File: config.mk
export PLATFORM = sky130hd
export DESIGN_NAME = branch_page_sequencer
export DESIGN_NICKNAME = d
export VERILOG_FILES = /design/src/rtl/branch_page_sequencer.sv
export SDC_FILE = /design/constraint.sdc
export NUM_CORES = 1
export LEC_CHECK = 0
export CORE_UTILIZATION = 42
export DETAILED_ROUTE_END_ITERATION = 7
export GPL_TIMING_DRIVEN = 0
export PLACE_DENSITY = 0.74
export SYNTH_ARGS = -nofsm -noshare
export SYNTH_HDL_FRONTEND = slang
export SYNTH_SLANG_ARGS = --single-unit
File: constraint.sdc
create_clock -name clk -period 2.34 [get_ports clk]
set_input_delay 0.468 -clock clk [delete_from_list [all_inputs] [get_ports clk]]
set_output_delay 0.468 -clock clk [all_outputs]
set_load 0.01 [all_outputs]
File: src/rtl/branch_page_sequencer.sv
// branch_page_sequencer
//
// Sits in front of the memory-page register. On a branch request it works out
// the shortest modular distance from the current page to the target page. It
// then walks the page register there with one increment or decrement pulse
// per cycle. Fetch is stalled (busy) for the whole walk. A one-cycle done pulse
// follows, and err reports whether the register actually landed on the target.
//
// Ports:
//   clk            rising-edge clock
//   reset          synchronous, active-low reset
//   br_valid       branch request valid
//   br_ready       high only in IDLE; request accepted on br_valid && br_ready
//   br_target_page destination page, captured on accept
//   cur_page       live value of the page register (sampled on accept and in WAIT)
//   flush          abandons a walk in STEP or WAIT (no done)
//   increment      one-cycle step-up pulse to the page register
//   decrement      one-cycle step-down pulse to the page register
//   busy           fetch stall, high in every non-IDLE state
//   done           one-cycle completion pulse
//   err            meaningful only with done; 1 = page register missed the target
//   dbg_state      current FSM state (IDLE=0, STEP=1, WAIT=2, DONE=3)
//
// Handshake: a request transfers on the rising edge where br_valid and
// br_ready are both high. br_ready depends only on registered state, so it
// never depends combinationally on br_valid. br_target_page and cur_page only
// need to be stable in the transfer cycle.

module branch_page_sequencer #(
    parameter int PAGE_W = 3
) (
    input  logic              clk,
    input  logic              reset,
    input  logic              br_valid,
    output logic              br_ready,
    input  logic [PAGE_W-1:0] br_target_page,
    input  logic [PAGE_W-1:0] cur_page,
    input  logic              flush,
    output logic              increment,
    output logic              decrement,
    output logic              busy,
    output logic              done,
    output logic              err,
    output logic [1:0]        dbg_state
);

    typedef enum logic [1:0] {
        IDLE = 2'd0,
        STEP = 2'd1,
        WAIT = 2'd2,
        DONE = 2'd3
    } state_t;

    // Half the page space; a distance of exactly HALF is walked upward.
    localparam logic [PAGE_W-1:0] HALF = {1'b1, {(PAGE_W-1){1'b0}}};

    state_t            state, state_n;
    logic [PAGE_W-1:0] steps, steps_n;
    logic [PAGE_W-1:0] target, target_n;
    logic              dir_up, dir_up_n;
    logic              err_q, err_n;

    // Modular distance to the target and its complement (downward distance).
    logic [PAGE_W-1:0] diff;
    logic [PAGE_W-1:0] neg_diff;

    assign diff     = br_target_page - cur_page;
    assign neg_diff = '0 - diff;

    always_ff @(posedge clk) begin
        if (!reset) begin
            state  <= IDLE;
            steps  <= '0;
            target <= '0;
            dir_up <= 1'b0;
            err_q  <= 1'b0;
        end else begin
            state  <= state_n;
            steps  <= steps_n;
            target <= target_n;
            dir_up <= dir_up_n;
            err_q  <= err_n;
        end
    end

    always_comb begin
        state_n  = state;
        steps_n  = steps;
        target_n = target;
        dir_up_n = dir_up;
        err_n    = err_q;

        unique case (state)
            IDLE: begin
                // flush has no effect here; a request is still accepted.
                if (br_valid) begin
                    target_n = br_target_page;
                    err_n    = 1'b0;
                    if (diff == '0) begin
                        steps_n = '0;
                        state_n = WAIT;
                    end else if (diff <= HALF) begin
                        dir_up_n = 1'b1;
                        steps_n  = diff;
                        state_n  = STEP;
                    end else begin
                        dir_up_n = 1'b0;
                        steps_n  = neg_diff;
                        state_n  = STEP;
                    end
                end
            end

            STEP: begin
                if (flush) begin
                    state_n = IDLE;
                end else begin
                    steps_n = steps - 1'b1;
                    if (steps == 1) begin
                        state_n = WAIT;
                    end
                end
            end

            WAIT: begin
                // The last pulse has had a cycle to land in the page register.
                if (flush) begin
                    state_n = IDLE;
                end else begin
                    err_n   = (cur_page != target);
                    state_n = DONE;
                end
            end

            DONE: begin
                // flush is ignored so the completion pulse is never lost.
                state_n = IDLE;
            end

            default: state_n = IDLE;
        endcase
    end

    // Outputs come from registered state and direction only.
    assign br_ready  = (state == IDLE);
    assign busy      = (state != IDLE);
    assign increment = (state == STEP) &&  dir_up;
    assign decrement = (state == STEP) && !dir_up;
    assign done      = (state == DONE);
    assign err       = (state == DONE) && err_q;
    assign dbg_state = state;

endmodule
==> reports/qor.txt, run 1 <==
CTS Sinks - 10
Worst setup EP type - output pin
Syn Std Cell Area - 687 sq um
Worst Hold Class - reg2reg
post-synthesis cell count - 82
R2R Setup Slk - 1.03 ns
Rows - 14
Die Y - 42.4 um
grt total ovfl - 0
Worst Max-Slew Pin Slew - 0.301 ns
GRT busiest layer - met2
Final Cell Area - 913 sq um
share of cells above drive strength 1 - 10.7%
post-layout min period - 2.21 ns
pwr dens - 661 nW/um^2
PnR worst setup slack - 0.126 ns
clock root buffer - clkbuf_4
status - complete, no violations
Post-CTS Setup Inserts - 0
Pleak - 0.390 nW
YS warnings - 0
Hold Crit Endpoint - target[0]
maxcap violations - 0
unrepaired setup endpoints after global routing - no
Power, Total - 0.000604 W
overall routing resource usage - 19.1%
register area - 200 sq um
largest net degree at the start of global routing - 11
Clock Latency Late Sink - 0.28 ns
drt via density - 5.58
area grow syn2layout - 33.0%
CP required - 1.87 ns
sequential fraction of the synthesis area - 29.1%
Worst R2R Path Depth - 4
Worst Hold Depth - 2
Starting Density - 45.1%
CTS buffer count - 3
FFs w/ async S/R, synth - 0%
IO Pins - 18
routed len/inst - 12.8 um
M3 GR Usage - 6.47%
Max-Slew Margin vs Limit - 79.9%
fmax - 452 MHz
Arr. time, crit path - 1.75 ns
post-cts sizing count - 0
routed vias - 664
Final #Nets - 119
post-synthesis cell type count - 32
crit path kind - reg2out
fin util - 59.9%
Syn Nets - 97
1st-iter DRT viols - 21
Setup TNS - 0 ns
routability cong. - 0.761
number of synthesized flops with an enable pin - 0
Worst VDD drop - 323 uV
initial antenna violation count - 0
hold_buf cts - 0
met2 GRT Util - 29.5%
clk buf depth - 2
DIE WIDTH - 42.4 um
die area - 1800 sq um
antenna cells - 0
first drt pass iteration count - 4
Detail Route Antenna Nets - 0
# setup viols final - 0
vias in the first global route - 583
Slew Viols, Final - 0
multi-input logic area - 449 sq um
CTS tree - yes
top_reg_cell synth - dfxtp_1
clk slew on worst S/H paths - 0.07 ns
mean post-synth cell area - 8.38 sq um
Crit Reg-Reg Endpoint - err_q
min-delay src - target[0]
placed inst area - 877 sq um
worst clock skew - 0.00211 ns
Worst setup SP type - flop
pre-CTS setup slack - -0.158 ns
first-pass GRT wire length - 2460 um
IO Port Bufs - 17
CP Max Fanout - 10
HPWL after DPL - 1110 um
Core ar. - 1520 sq um
reg2reg start - dbg_state[0]
# H-tree levels - 1
Remaining DRCs - 0
fill count - 141
Final period util - 94.6%
final wirelength - 1520 um
Final Hold Fails - 0
#FFs+latches synth - 10
met1 usage - 22.7%
## flip-flops by register name, indices dropped and copies added, names as in the netlist
register and count:
steps 3, target 3, dbg_state 2, dir_up 1, err_q 1
## cells in the final DEF, fill, tap and decap left out, types with 4 or more instances in the layout
| master | instances |
|---|---|
| dfxtp_1 | 10 |
| inv_1 | 6 |
| ha_1 | 4 |
| o21ai_0 | 6 |
| nand2_1 | 7 |
| clkdlybuf4s50_1 | 17 |
## report_power, final
| part | switching, W | internal [W] | total, W |
|---|---|---|---|
| Combinational | 0.000116 | 0.000112 | 0.000227 |
| Clock | 0.0000724 | 0.0000949 | 0.000167 |
| Sequential | 0.0000172 | 0.000192 | 0.000210 |
## stage by stage
stage	hold slack, ns	cells
floorplan	0.451	82
global placement	0.465	115
detailed placement	0.474	115
CTS	0.484	119
global route	0.526	119
finish	0.477	119
## layer usage
layer / routed length (um) / part of all wire, %
met5: 0 / 0
met4: 36 / 2.4
met2: 687 / 45
met1: 690 / 45
met3: 106 / 7.0
## area by class of cell
type / count / share of cell area, %
inverters: 6 / 2.47
flip-flops and latches: 10 / 21.9
well taps: 16 / 2.19
multi-input cells: 63 / 49.2
repair buffers: 17 / 18.6
plain buffers: 3 / 1.64
clock buffers: 4 / 3.97
## worst max-delay path: stages, from the launching register on
cell	delay (ns)
dfxtp_1	0.39
buf_2	0.22
nor2b_1	0.19
and2_1	0.14
clkdlybuf4s50_1	0.52
## Yosys cell counts (3+ instances only)
cell / number / area [sq um]
dfxtp_1: 10 / 200
o21ai_0: 6 / 30.0
a31oi_1: 3 / 18.8
nand2_1: 7 / 26.3
nand2b_1: 3 / 18.8
and2_1: 3 / 18.8
inv_1: 6 / 22.5
nor2_1: 3 / 11.3
ha_1: 4 / 50.1
a21oi_1: 3 / 15.0
xnor2_1: 3 / 26.3
nor2b_1: 3 / 18.8
buf_2: 3 / 15.0
## logic make-up (layout without fill, tap and decap cells)
kind of cell / Yosys count / count (layout) / synth area share (%)
fa+ha+maj: 5 / 5 / 10.2
xor+xnor: 4 / 4 / 7.29
compound gates: 25 / 25 / 24.2
flops: 10 / 10 / 29.1
mux: 1 / 1 / 1.46
simple gates: 28 / 28 / 22.2
buf+inv: 9 / 30 / 5.46
## worst max path at each step
stage	to	start	slack [ns]	cells after the start
after floorplan	steps[2]	br_target_page[0]	0.46	7
after global placement	steps[1]	br_target_page[0]	-0.15	7
after detailed placement	steps[1]	br_target_page[0]	-0.16	7
after CTS	increment	dbg_state[0]	0.12	4
after global routing	increment	dbg_state[0]	0.06	4
final	increment	dbg_state[0]	0.13	4
(Power assumes the default switching activity.)
==> run 2: changes to the inputs <==
==> constraint.sdc (replaced) <==
create_clock -name clk -period 2.21 [get_ports clk]
set_input_delay 0.442 -clock clk [delete_from_list [all_inputs] [get_ports clk]]
set_output_delay 0.442 -clock clk [all_outputs]
set_load 0.01 [all_outputs]
==> reports/qor.txt, run 2 (synthesis gave the netlist of run 1 again) <==
status - complete, no violations
worst clock skew - 0.00128 ns
placed inst area - 877 sq um
first drt pass iteration count - 4
fmax - 469 MHz
R2R Setup Slk - 0.91 ns
Worst Hold Class - reg2reg
pre-CTS setup slack - -0.262 ns
clk slew on worst S/H paths - 0.07 ns
min-delay src - target[0]
Max-Slew Margin vs Limit - 79.6%
commonest cells after routing, fill and taps aside - clkdlybuf4s50_1, dfxtp_1, nand2_1, inv_1, o21ai_0
Rows - 14
Hold Crit Endpoint - target[0]
Worst setup EP type - flop
first-pass GRT wire length - 2460 um
routed vias - 672
net switching power - 0.000222 W
Clock Latency Late Sink - 0.28 ns
final hold slack - 0.478 ns
crit path kind - in2reg
CP Max Fanout - 2
Final #Nets - 119
Sequential Power Share - 34.2%
CTS tree - yes
Detail Route Antenna Nets - 0
Core ar. - 1520 sq um
largest net degree at the start of global routing - 11
# setup viols final - 0
Slew Viols, Final - 0
routed len/inst - 13.1 um
Worst VDD drop - 418 uV
Starting Density - 45.1%
IO Pins - 18
Die Y - 42.4 um
Worst R2R Path Depth - 4
antenna cells - 0
Worst setup SP type - input pin
1st-iter DRT viols - 17
Worst Max-Slew Pin Slew - 0.305 ns
IO Port Bufs - 17
pwr dens - 702 nW/um^2
overall routing resource usage - 19.1%
final wirelength - 1550 um
Remaining DRCs - 0
# H-tree levels - 1
share of cells above drive strength 1 - 14.6%
maxcap violations - 0
Net Sw Frac - 34.1%
Pleak - 0.390 nW
drt via density - 5.65
grt total ovfl - 0
post-layout min period - 2.13 ns
HPWL after DPL - 1110 um
Clk network pwr share - 27.2%
DIE WIDTH - 42.4 um
vias in the first global route - 583
reg2reg start - dbg_state[1]
CTS buffer count - 3
clock root buffer - clkbuf_4
cell count after placement - 115
Worst Hold Depth - 2
clk buf depth - 2
PnR worst setup slack - 0.0787 ns
Final period util - 96.4%
CP required - 2.38 ns
combinational power share - 38.5%
area grow syn2layout - 35.0%
Final Cell Area - 927 sq um
fin util - 60.8%
most common cell after layout, fill and taps aside - clkdlybuf4s50_1
Arr. time, crit path - 2.30 ns
CP Launch Point - br_target_page[0]
routability cong. - 0.761
Layout Cells excl Fill - 119
Crit Reg-Reg Endpoint - err_q
Final Hold Fails - 0
initial antenna violation count - 0
die area - 1800 sq um
P_int - 0.000429 W
CTS Sinks - 10
==> run 2: layout make-up <==
type | count | area (sq um)
Clock buffer | 4 | 36.3
Buffer | 3 | 17.5
Fill cell | 141 | 597
Multi-Input combinational cell | 63 | 459
Tap cell | 16 | 20.0
Timing Repair Buffer | 17 | 170
Inverter | 6 | 22.5
Sequential cell | 10 | 201
==> run 2: worst max-delay path, cell delays in order <==
cell and delay (ns):
clkdlybuf4s50_1 0.47, inv_1 0.04, ha_1 0.20, fa_1 0.52
ha_2 0.28, o31ai_2 0.23, o22ai_1 0.11
==> run 2: worst max path at each step <==
stage,end,slack [ns],cells past startpoint
2_1_floorplan,steps[2],0.36,7
3_3_place_gp,steps[1],-0.25,7
3_5_place_dp,steps[1],-0.26,7
4_1_cts,increment,0.02,4
5_1_grt,decrement,-0.0008,4
6_report,steps[1],0.08,7
==> run 2: power by group through the flow <==
stage | sequential, W | combinational [W] | clock [W]
6_report | 0.000223 | 0.000251 | 0.000177
5_1_grt | 0.000226 | 0.000277 | 0.000190
4_1_cts | 0.000222 | 0.000241 | 0.000180
3_5_place_dp | 0.000226 | 0.000240 | 0
3_3_place_gp | 0.000226 | 0.000235 | 0
2_1_floorplan | 0.000225 | 0.000153 | 0
==> run 2: timing repair <==
action,CTS,global route
resized for setup,0,5
hold buffers,0,0
endpoints found under the hold margin,0,0
setup endpoints to repair,0,5
buffers inserted,0,0
==> run 2: stage by stage <==
step	TNS, ns	total power, W
after detailed placement	-0.999	0.000467
final	0	0.000651
after global placement	-0.989	0.000461
after CTS	0	0.000644
after floorplan	0	0.000377
after global routing	-0.000841	0.000694
==> run 2: layer usage <==
| metal | global-route usage (%) | share of wire [%] | routed length, um |
|---|---|---|---|
| met1 | 22.7 | 47 | 723 |
| met2 | 29.5 | 46 | 718 |
| met3 | 6.47 | 4.9 | 76 |
| met4 | 11.3 | 2.3 | 36 |
| met5 | 0 | 0 | 0 |
